$ cat src/rtl/eth_pkg.sv
// ---------------------------------------------------------------------------
// eth_pkg
// Shared Ethernet definitions for the RMII receive (and later transmit) path:
//   - rx_state_e   : receive framer state encoding
//   - CRC_POLY     : IEEE 802.3 CRC-32 polynomial, normal (MSB-first) form
//   - CRC_INIT     : CRC register start value
//   - CRC_RESIDUE  : magic remainder, normal form, left after data + FCS
//   - DIBIT_*      : RMII dibit values seen during preamble/SFD
//   - bit_reverse32: maps between normal and reflected CRC bit orders
// ---------------------------------------------------------------------------
package eth_pkg;

   typedef enum logic [1:0] {
      ST_IDLE,
      ST_PREAMBLE,
      ST_DATA,
      ST_DROP
   } rx_state_e;

   localparam logic [31:0] CRC_POLY    = 32'h04C1_1DB7;
   localparam logic [31:0] CRC_INIT    = 32'hFFFF_FFFF;
   localparam logic [31:0] CRC_RESIDUE = 32'hC704_DD7B;

   // 0x55 arrives as 01 dibits, 0xD5 ends with a single 11 dibit.
   localparam logic [1:0] DIBIT_IDLE = 2'b00;
   localparam logic [1:0] DIBIT_PRE  = 2'b01;
   localparam logic [1:0] DIBIT_BAD  = 2'b10;
   localparam logic [1:0] DIBIT_SFD  = 2'b11;

   function automatic logic [31:0] bit_reverse32(input logic [31:0] v);
      logic [31:0] r;
      for (int i = 0; i < 32; i++) begin
         r[i] = v[31-i];
      end
      return r;
   endfunction

endpackage

$ cat src/rtl/crc32_d2.sv
// ---------------------------------------------------------------------------
// crc32_d2
// Combinational next-state of the reflected Ethernet CRC-32 register for one
// RMII dibit. The register is kept in reflected order (bit 0 is the oldest
// bit), so the dibit is consumed LSB first exactly as it arrives on the wire.
// Ports:
//   crc_in  [31:0] in   current CRC register (reflected order)
//   din     [1:0]  in   received dibit, din[0] is the earlier bit
//   crc_out [31:0] out  CRC register after both bits
// ---------------------------------------------------------------------------
module crc32_d2
   import eth_pkg::*;
(
   input  logic [31:0] crc_in,
   input  logic [1:0]  din,
   output logic [31:0] crc_out
);

   localparam logic [31:0] POLY_REFL = bit_reverse32(CRC_POLY);

   always_comb begin
      logic [31:0] crc_v;
      crc_v = crc_in;
      for (int i = 0; i < 2; i++) begin
         if (crc_v[0] ^ din[i]) begin
            crc_v = (crc_v >> 1) ^ POLY_REFL;
         end else begin
            crc_v = crc_v >> 1;
         end
      end
      crc_out = crc_v;
   end

endmodule

$ cat src/rtl/rmii_rx_framer.sv
// ---------------------------------------------------------------------------
// rmii_rx_framer
// RMII (100 Mb/s) receive framer: strips preamble/SFD, assembles bytes from
// LSB-first dibits, checks the FCS and length, and streams frame bytes
// (destination MAC through FCS) with a one-byte lag so the final byte can be
// tagged with rx_last / rx_err / rx_len.
// Parameters:
//   MIN_LEN  minimum good frame length in bytes (destination through FCS)
//   MAX_LEN  maximum good frame length in bytes (destination through FCS)
// Ports:
//   clk_mac         in   50 MHz RMII reference clock, one dibit per cycle
//   rst             in   synchronous active-high reset
//   eth_crsdv       in   PHY carrier-sense / data-valid
//   eth_rxd   [1:0] in   PHY receive dibit, LSB first
//   eth_rxerr       in   PHY receive error
//   rx_data   [7:0] out  frame byte
//   rx_valid        out  one-cycle strobe qualifying rx_data
//   rx_last         out  with rx_valid on the final (FCS) byte
//   rx_err          out  with rx_last: 1 = bad frame
//   rx_len   [10:0] out  frame byte count, valid with rx_last (saturates)
// ---------------------------------------------------------------------------
module rmii_rx_framer
   import eth_pkg::*;
#(
   parameter int MIN_LEN = 64,
   parameter int MAX_LEN = 1522
) (
   input  logic        clk_mac,
   input  logic        rst,
   input  logic        eth_crsdv,
   input  logic [1:0]  eth_rxd,
   input  logic        eth_rxerr,
   output logic [7:0]  rx_data,
   output logic        rx_valid,
   output logic        rx_last,
   output logic        rx_err,
   output logic [10:0] rx_len
);

   localparam logic [10:0] LEN_SAT   = 11'h7FF;
   localparam logic [10:0] MIN_LEN_C = 11'(MIN_LEN);
   localparam logic [10:0] MAX_LEN_C = 11'(MAX_LEN);

   // Input registers: every decision below uses these copies only.
   logic        crsdv_q, crsdv_d;
   logic [1:0]  rxd_q, rxd_d;
   logic        rxerr_q, rxerr_d;

   rx_state_e   state_q, state_d;
   logic [1:0]  pre_cnt_q, pre_cnt_d;     // 01 dibits seen, saturating at 3
   logic [1:0]  idx_q, idx_d;             // dibit position within the byte
   logic [5:0]  sh_q, sh_d;               // first three dibits of the byte
   logic [7:0]  hold_q, hold_d;           // completed byte awaiting output
   logic        hold_vld_q, hold_vld_d;
   logic [31:0] crc_q, crc_d;
   logic [10:0] len_q, len_d;
   logic        err_seen_q, err_seen_d;   // eth_rxerr observed in DATA
   logic        drop_lo_q, drop_lo_d;     // previous DROP cycle had crsdv low

   logic [7:0]  rx_data_q, rx_data_d;
   logic        rx_valid_q, rx_valid_d;
   logic        rx_last_q, rx_last_d;
   logic        rx_err_q, rx_err_d;
   logic [10:0] rx_len_q, rx_len_d;

   logic [31:0] crc_next;
   logic [7:0]  byte_done;
   logic        residue_ok;

   crc32_d2 u_crc (
      .crc_in  (crc_q),
      .din     (rxd_q),
      .crc_out (crc_next)
   );

   assign byte_done  = {rxd_q, sh_q};
   // The register is reflected; the residue constant is in normal order.
   assign residue_ok = (bit_reverse32(crc_q) == CRC_RESIDUE);

   always_comb begin
      // NOTE: every _d signal gets its default before the case so no path
      // leaves one unassigned; otherwise synthesis would infer latches.
      crc_d       = crc_q;
      crsdv_d     = eth_crsdv;
      rxd_d       = eth_rxd;
      rxerr_d     = eth_rxerr;
      state_d     = state_q;
      pre_cnt_d   = pre_cnt_q;
      idx_d       = idx_q;
      sh_d        = sh_q;
      hold_d      = hold_q;
      hold_vld_d  = hold_vld_q;
      len_d       = len_q;
      err_seen_d  = err_seen_q;
      drop_lo_d   = drop_lo_q;
      rx_data_d   = rx_data_q;
      rx_valid_d  = 1'b0;
      rx_last_d   = 1'b0;
      rx_err_d    = 1'b0;
      rx_len_d    = rx_len_q;

      case (state_q)
         ST_IDLE: begin
            if (crsdv_q) begin
               state_d   = ST_PREAMBLE;
               pre_cnt_d = 2'd0;
            end
         end

         ST_PREAMBLE: begin
            if (!crsdv_q) begin
               state_d = ST_IDLE;
            end else if (rxerr_q) begin
               state_d   = ST_DROP;
               drop_lo_d = 1'b0;
            end else begin
               case (rxd_q)
                  DIBIT_IDLE: ;
                  DIBIT_PRE: begin
                     if (pre_cnt_q != 2'd3) pre_cnt_d = pre_cnt_q + 2'd1;
                  end
                  DIBIT_SFD: begin
                     if (pre_cnt_q != 2'd0) begin
                        state_d    = ST_DATA;
                        idx_d      = 2'd0;
                        crc_d      = CRC_INIT;
                        len_d      = 11'd0;
                        hold_vld_d = 1'b0;
                        err_seen_d = 1'b0;
                     end else begin
                        state_d   = ST_DROP;
                        drop_lo_d = 1'b0;
                     end
                  end
                  DIBIT_BAD: begin
                     state_d   = ST_DROP;
                     drop_lo_d = 1'b0;
                  end
                  default: ;
               endcase
            end
         end

         ST_DATA: begin
            // Carrier loss only ends the frame on a byte boundary; mid-byte
            // crsdv drops are the PHY toggling and the dibit is still data.
            if (idx_q == 2'd0 && !crsdv_q) begin
               state_d    = ST_IDLE;
               hold_vld_d = 1'b0;
               if (hold_vld_q) begin
                  rx_valid_d = 1'b1;
                  rx_last_d  = 1'b1;
                  rx_data_d  = hold_q;
                  rx_len_d   = len_q;
                  rx_err_d   = !residue_ok || err_seen_q ||
                               (len_q < MIN_LEN_C) || (len_q > MAX_LEN_C);
               end
            end else begin
               crc_d = crc_next;
               sh_d  = {rxd_q, sh_q[5:2]};
               idx_d = idx_q + 2'd1;
               if (rxerr_q) err_seen_d = 1'b1;
               if (idx_q == 2'd3) begin
                  // Release the previous byte; hold this one back so the
                  // frame's final byte is still available at end-of-frame.
                  if (hold_vld_q) begin
                     rx_valid_d = 1'b1;
                     rx_data_d  = hold_q;
                  end
                  hold_d     = byte_done;
                  hold_vld_d = 1'b1;
                  if (len_q != LEN_SAT) len_d = len_q + 11'd1;
               end
            end
         end

         ST_DROP: begin
            if (!crsdv_q) begin
               if (drop_lo_q) state_d = ST_IDLE;
               else           drop_lo_d = 1'b1;
            end else begin
               drop_lo_d = 1'b0;
            end
         end

         default: state_d = ST_IDLE;
      endcase
   end

   always_ff @(posedge clk_mac) begin
      // NOTE: non-blocking assignments so every flop samples its pre-edge
      // value; blocking here would create order-dependent simulation.
      if (rst) begin
         crsdv_q    <= 1'b0;
         rxd_q      <= 2'b00;
         rxerr_q    <= 1'b0;
         state_q    <= ST_IDLE;
         pre_cnt_q  <= 2'd0;
         idx_q      <= 2'd0;
         sh_q       <= 6'd0;
         hold_q     <= 8'h00;
         hold_vld_q <= 1'b0;
         crc_q      <= CRC_INIT;
         len_q      <= 11'd0;
         err_seen_q <= 1'b0;
         drop_lo_q  <= 1'b0;
         rx_data_q  <= 8'h00;
         rx_valid_q <= 1'b0;
         rx_last_q  <= 1'b0;
         rx_err_q   <= 1'b0;
         rx_len_q   <= 11'd0;
      end else begin
         crsdv_q    <= crsdv_d;
         rxd_q      <= rxd_d;
         rxerr_q    <= rxerr_d;
         state_q    <= state_d;
         pre_cnt_q  <= pre_cnt_d;
         idx_q      <= idx_d;
         sh_q       <= sh_d;
         hold_q     <= hold_d;
         hold_vld_q <= hold_vld_d;
         crc_q      <= crc_d;
         len_q      <= len_d;
         err_seen_q <= err_seen_d;
         drop_lo_q  <= drop_lo_d;
         rx_data_q  <= rx_data_d;
         rx_valid_q <= rx_valid_d;
         rx_last_q  <= rx_last_d;
         rx_err_q   <= rx_err_d;
         rx_len_q   <= rx_len_d;
      end
   end

   assign rx_data  = rx_data_q;
   assign rx_valid = rx_valid_q;
   assign rx_last  = rx_last_q;
   assign rx_err   = rx_err_q;
   assign rx_len   = rx_len_q;

endmodule
$ cat config.mk
export PLATFORM = sky130hd
export DESIGN_NAME = rmii_rx_framer
export DESIGN_NICKNAME = d
export VERILOG_FILES = /design/src/rtl/eth_pkg.sv /design/src/rtl/crc32_d2.sv /design/src/rtl/rmii_rx_framer.sv
export SDC_FILE = /design/constraint.sdc
export NUM_CORES = 1
export LEC_CHECK = 0
export CAP_MARGIN = 20
export CORE_MARGIN = 2
export CORE_UTILIZATION = 55
export CTS_BUF_LIST = sky130_fd_sc_hd__clkbuf_4 sky130_fd_sc_hd__clkbuf_8
export DETAILED_ROUTE_END_ITERATION = 10
export DONT_BUFFER_PORTS = 1
export GPL_TIMING_DRIVEN = 0
export HOLD_SLACK_MARGIN = 0.03
export PLACE_DENSITY = 0.7
export SETUP_SLACK_MARGIN = 0.5
export SYNTH_ARGS = -nofsm -noshare
export SYNTH_HDL_FRONTEND = slang
export SYNTH_SLANG_ARGS = --single-unit
$ cat constraint.sdc
create_clock -name clk_mac -period 1.9 [get_ports clk_mac]
set_input_delay 0.285 -clock clk_mac [delete_from_list [all_inputs] [get_ports clk_mac]]
set_output_delay 0.285 -clock clk_mac [all_outputs]
set_load 0.01 [all_outputs]
==> flow_summary_export.csv <==
group,metric,value,unit
timing,hold_violations,0,
global_routing,grt_pass1_wl,17700,microns
synth,yosys_register_bits,92,
drt,drc,0,
worst_setup_path,critical_path_required,2.18,ns
synth,syn-cell-area,0.00405,sq mm
synth,ys_top_cells_by_count,"dfxtp_1, nand2_1, a21oi_1",
hold_path,hp-class,"primary input to flop",
cts,clk_pin_slew,0.10,ns
synth,synthCells,470,
worst_setup_path,path_cells,"ha_1, buf_2, o311ai_0, or4_4, a31oi_1",
synth,yosysTopAreaCell,"dfxtp_1",
layout,nets,545,
timing,report.final.slew_viol_count,0,
timing,fmax,532,MHz
floorplan,row_count,31,
synth,synth_top_area_share,45.4,%
timing,period_needed,1.88,ns
layout,num-fill-cells,442,
worst_setup_path,slowest_delay,0.51,ns
timing,slew_headroom,37.4,%
synth,syn_avg_cell_area,8.63,sq um
floorplan,ioPinCount,28,
synth,yosys_warnings,0,
global_routing,grt-ovfl-total,0,
floorplan,die_w,89.9,microns
drt,ant_nets,0,
drt,vias,4056,
floorplan,start_util,56.5,%
layout,finalInstanceArea,0.00571,sq mm
timing,rsz0062_at_grt,"yes",
layout,areaGrowthSynthToFinish,40.9,%
global_routing,antenna_found_initial,0,
power_and_ir_drop,power_per_cell_area,620,mW/mm^2
synth,yosysMostFrequentCell,"dfxtp_1",
worst_setup_path,slowest_stage,"or4_4",
drt,wl_per_cell,19.9,microns
drt,wirelength,12700,microns
synth,ys_top_cells_by_area,"dfxtp_1, nand2_1, a21oi_1",
timing,layout_worst_path_cycle_share,99.0,%
synth,yosys.cell_types.count,57,
flow_run,drv_cap,0,
floorplan,die_h,89.9,microns
worst_setup_path,crit_arrival,2.16,ns
layout,antennaDiodeCount,0,
synth,ys.flop_type,"dfxtp_1",
power_and_ir_drop,p_leak,2.12,nW
global_routing,grtUsageTotal,27.0,%
drt,firstDrtPassIters,5,
worst_setup_path,crit_path_start_kind,"flop",
synth,syn_nets,481,
global_routing,grt_max_degree,17,
timing,holdWs,0.0394,ns
drt,vias_per_cell,6.36,
place,io_buffers,0,
power_and_ir_drop,fin_total_pwr,0.00354,W
timing,worstMarginPinSlew,0.938,ns
worst_setup_path,critPathMaxFanout,8,
cts,cts_sinks,92,
worst_setup_path,worst-setup-path-type,"flop to flop",
synth,yosysSeqAreaShare,45.4,%
drt,drt_iter0_drc,435,
cts,cts.path.max_buffers,2,
cts,cts.root.buffer_cell,"clkbuf_8",
cts,ctsHtreeMaxLevel,3,
power_and_ir_drop,max-vdd-ir-drop,0.424,mV
floorplan,core_area,0.00718,sq mm
timing,fin_skew,0.00674,ns
layout,regArea,0.00187,sq mm
timing,setup_viol,0,
place,place.gp.congestion,0.920,
place,hpwlAfterDp,6800,microns
worst_setup_path,end_kind,"flop",
place,place_area,0.00431,sq mm
layout,multi_input_area,0.00265,sq mm
synth,synth_edf_count,0,
run_status,run_status,"finished clean",
synth,async_flop_share,0,%
cts,clk_latency,0.37,ns
cts,numCtsBuffers,9,
global_routing,grt_pass1_vias,3578,
floorplan,fp.dieArea,0.00807,sq mm
layout,layout-drive-gt1-share,40.3,%
cts,tritoncts,"built",
## sequential cells by signal (all words and copies together) (netlist names), 6 cells and up
signal	count
crc_q	32
len_q	11
rx_len	11
hold_q	8
rx_data	8
sh_q	6
## through the flow
step / cells / setup TNS (ns) / utilization, % / worst slack, ns
2_1_floorplan: 470 / 0 / - / 0.314
3_3_place_gp: 569 / 0 / 60.1 / 0.0254
3_5_place_dp: 569 / 0 / 60.1 / 0.0138
4_1_cts: 612 / 0 / 70.8 / 0.234
5_1_grt: 638 / -0.0300 / 79.6 / -0.0300
6_report: 638 / 0 / 79.6 / 0.0186
## critical path, delay by kind of cell, from the launching register on
kind	cells	cell delay [ns]
DFF	1	0.36
AOI/OAI and AO/OA	2	0.50
buffers and inverters	1	0.28
and+or+nand+nor	1	0.51
adders and majority gates	1	0.14
## kinds of logic after synthesis
group                      Yosys count  share of synthesized area [%]
buffers and inverters               42                           4.75
and+or+nand+nor                    192                           23.3
adders and majority gates            5                           1.54
DFF                                 92                           45.4
xor gates and xnor gates            22                           6.14
muxes                               10                           2.47
AOI/OAI and AO/OA                  107                           16.4
## metal layers
metal | global-route usage, % | routed length (microns)
met1 | 33.7 | 4900
met2 | 45.8 | 6410
met5 | 0 | 0
met3 | 4.95 | 895
met4 | 12.2 | 516
## area by class of cell
type / count / area share, %
Multi-Input combinational cell: 337 / 46.4
Tap cell: 99 / 2.17
Clock inverter: 6 / 1.25
Clock buffer: 10 / 2.41
Inverter: 8 / 0.526
Sequential cell: 92 / 32.7
Buffer: 34 / 5.48
Timing Repair Buffer: 52 / 9.05
## power breakdown
| part | switching [W] | total (W) | internal (W) |
|---|---|---|---|
| sequential | 0.00000698 | 0.00193 | 0.00193 |
| clock | 0.000732 | 0.00139 | 0.000653 |
| combinational | 0.000132 | 0.000223 | 0.0000910 |
## layout by cell type (no fill, tap or decap), types with 6 or more instances in the layout
cell type and instances:
dfxtp_1 79, nand2_1 53, buf_4 36, nor2_1 30, a21oi_1 23, buf_6 22
xnor2_1 19, a21oi_2 18, nand2_2 15, nor3_1 13, o21ai_0 13, clkbuf_8 12
nor2b_1 9, mux2i_1 9, o22ai_2 8, dfxtp_2 8, buf_8 7, nor3_4 7
nand2_4 7, nand3_1 6, nand4_1 6, o21ai_1 6, clkbuf_1 6, o22ai_1 6
## what timing repair did
action | in CTS | in global routing
hold buffers | 0 | 0
cloned | 5 | 3
buffers inserted | 22 | 23
resized for setup | 87 | 116
pin swaps | 30 | 34
setup endpoints to repair | 86 | 87
## worst paths after layout
kind	end	slack, ns	startpoint	cells past startpoint
worst max-delay path	len_q[4]	0.02	idx_q[1]	5
worst min-delay path	crsdv_q	0.04	eth_crsdv	1
worst max register to register	len_q[4]	0.02	idx_q[1]	5
worst min register to register	hold_q[1]	0.46	sh_q[1]	2
(Power assumes the default switching activity.)
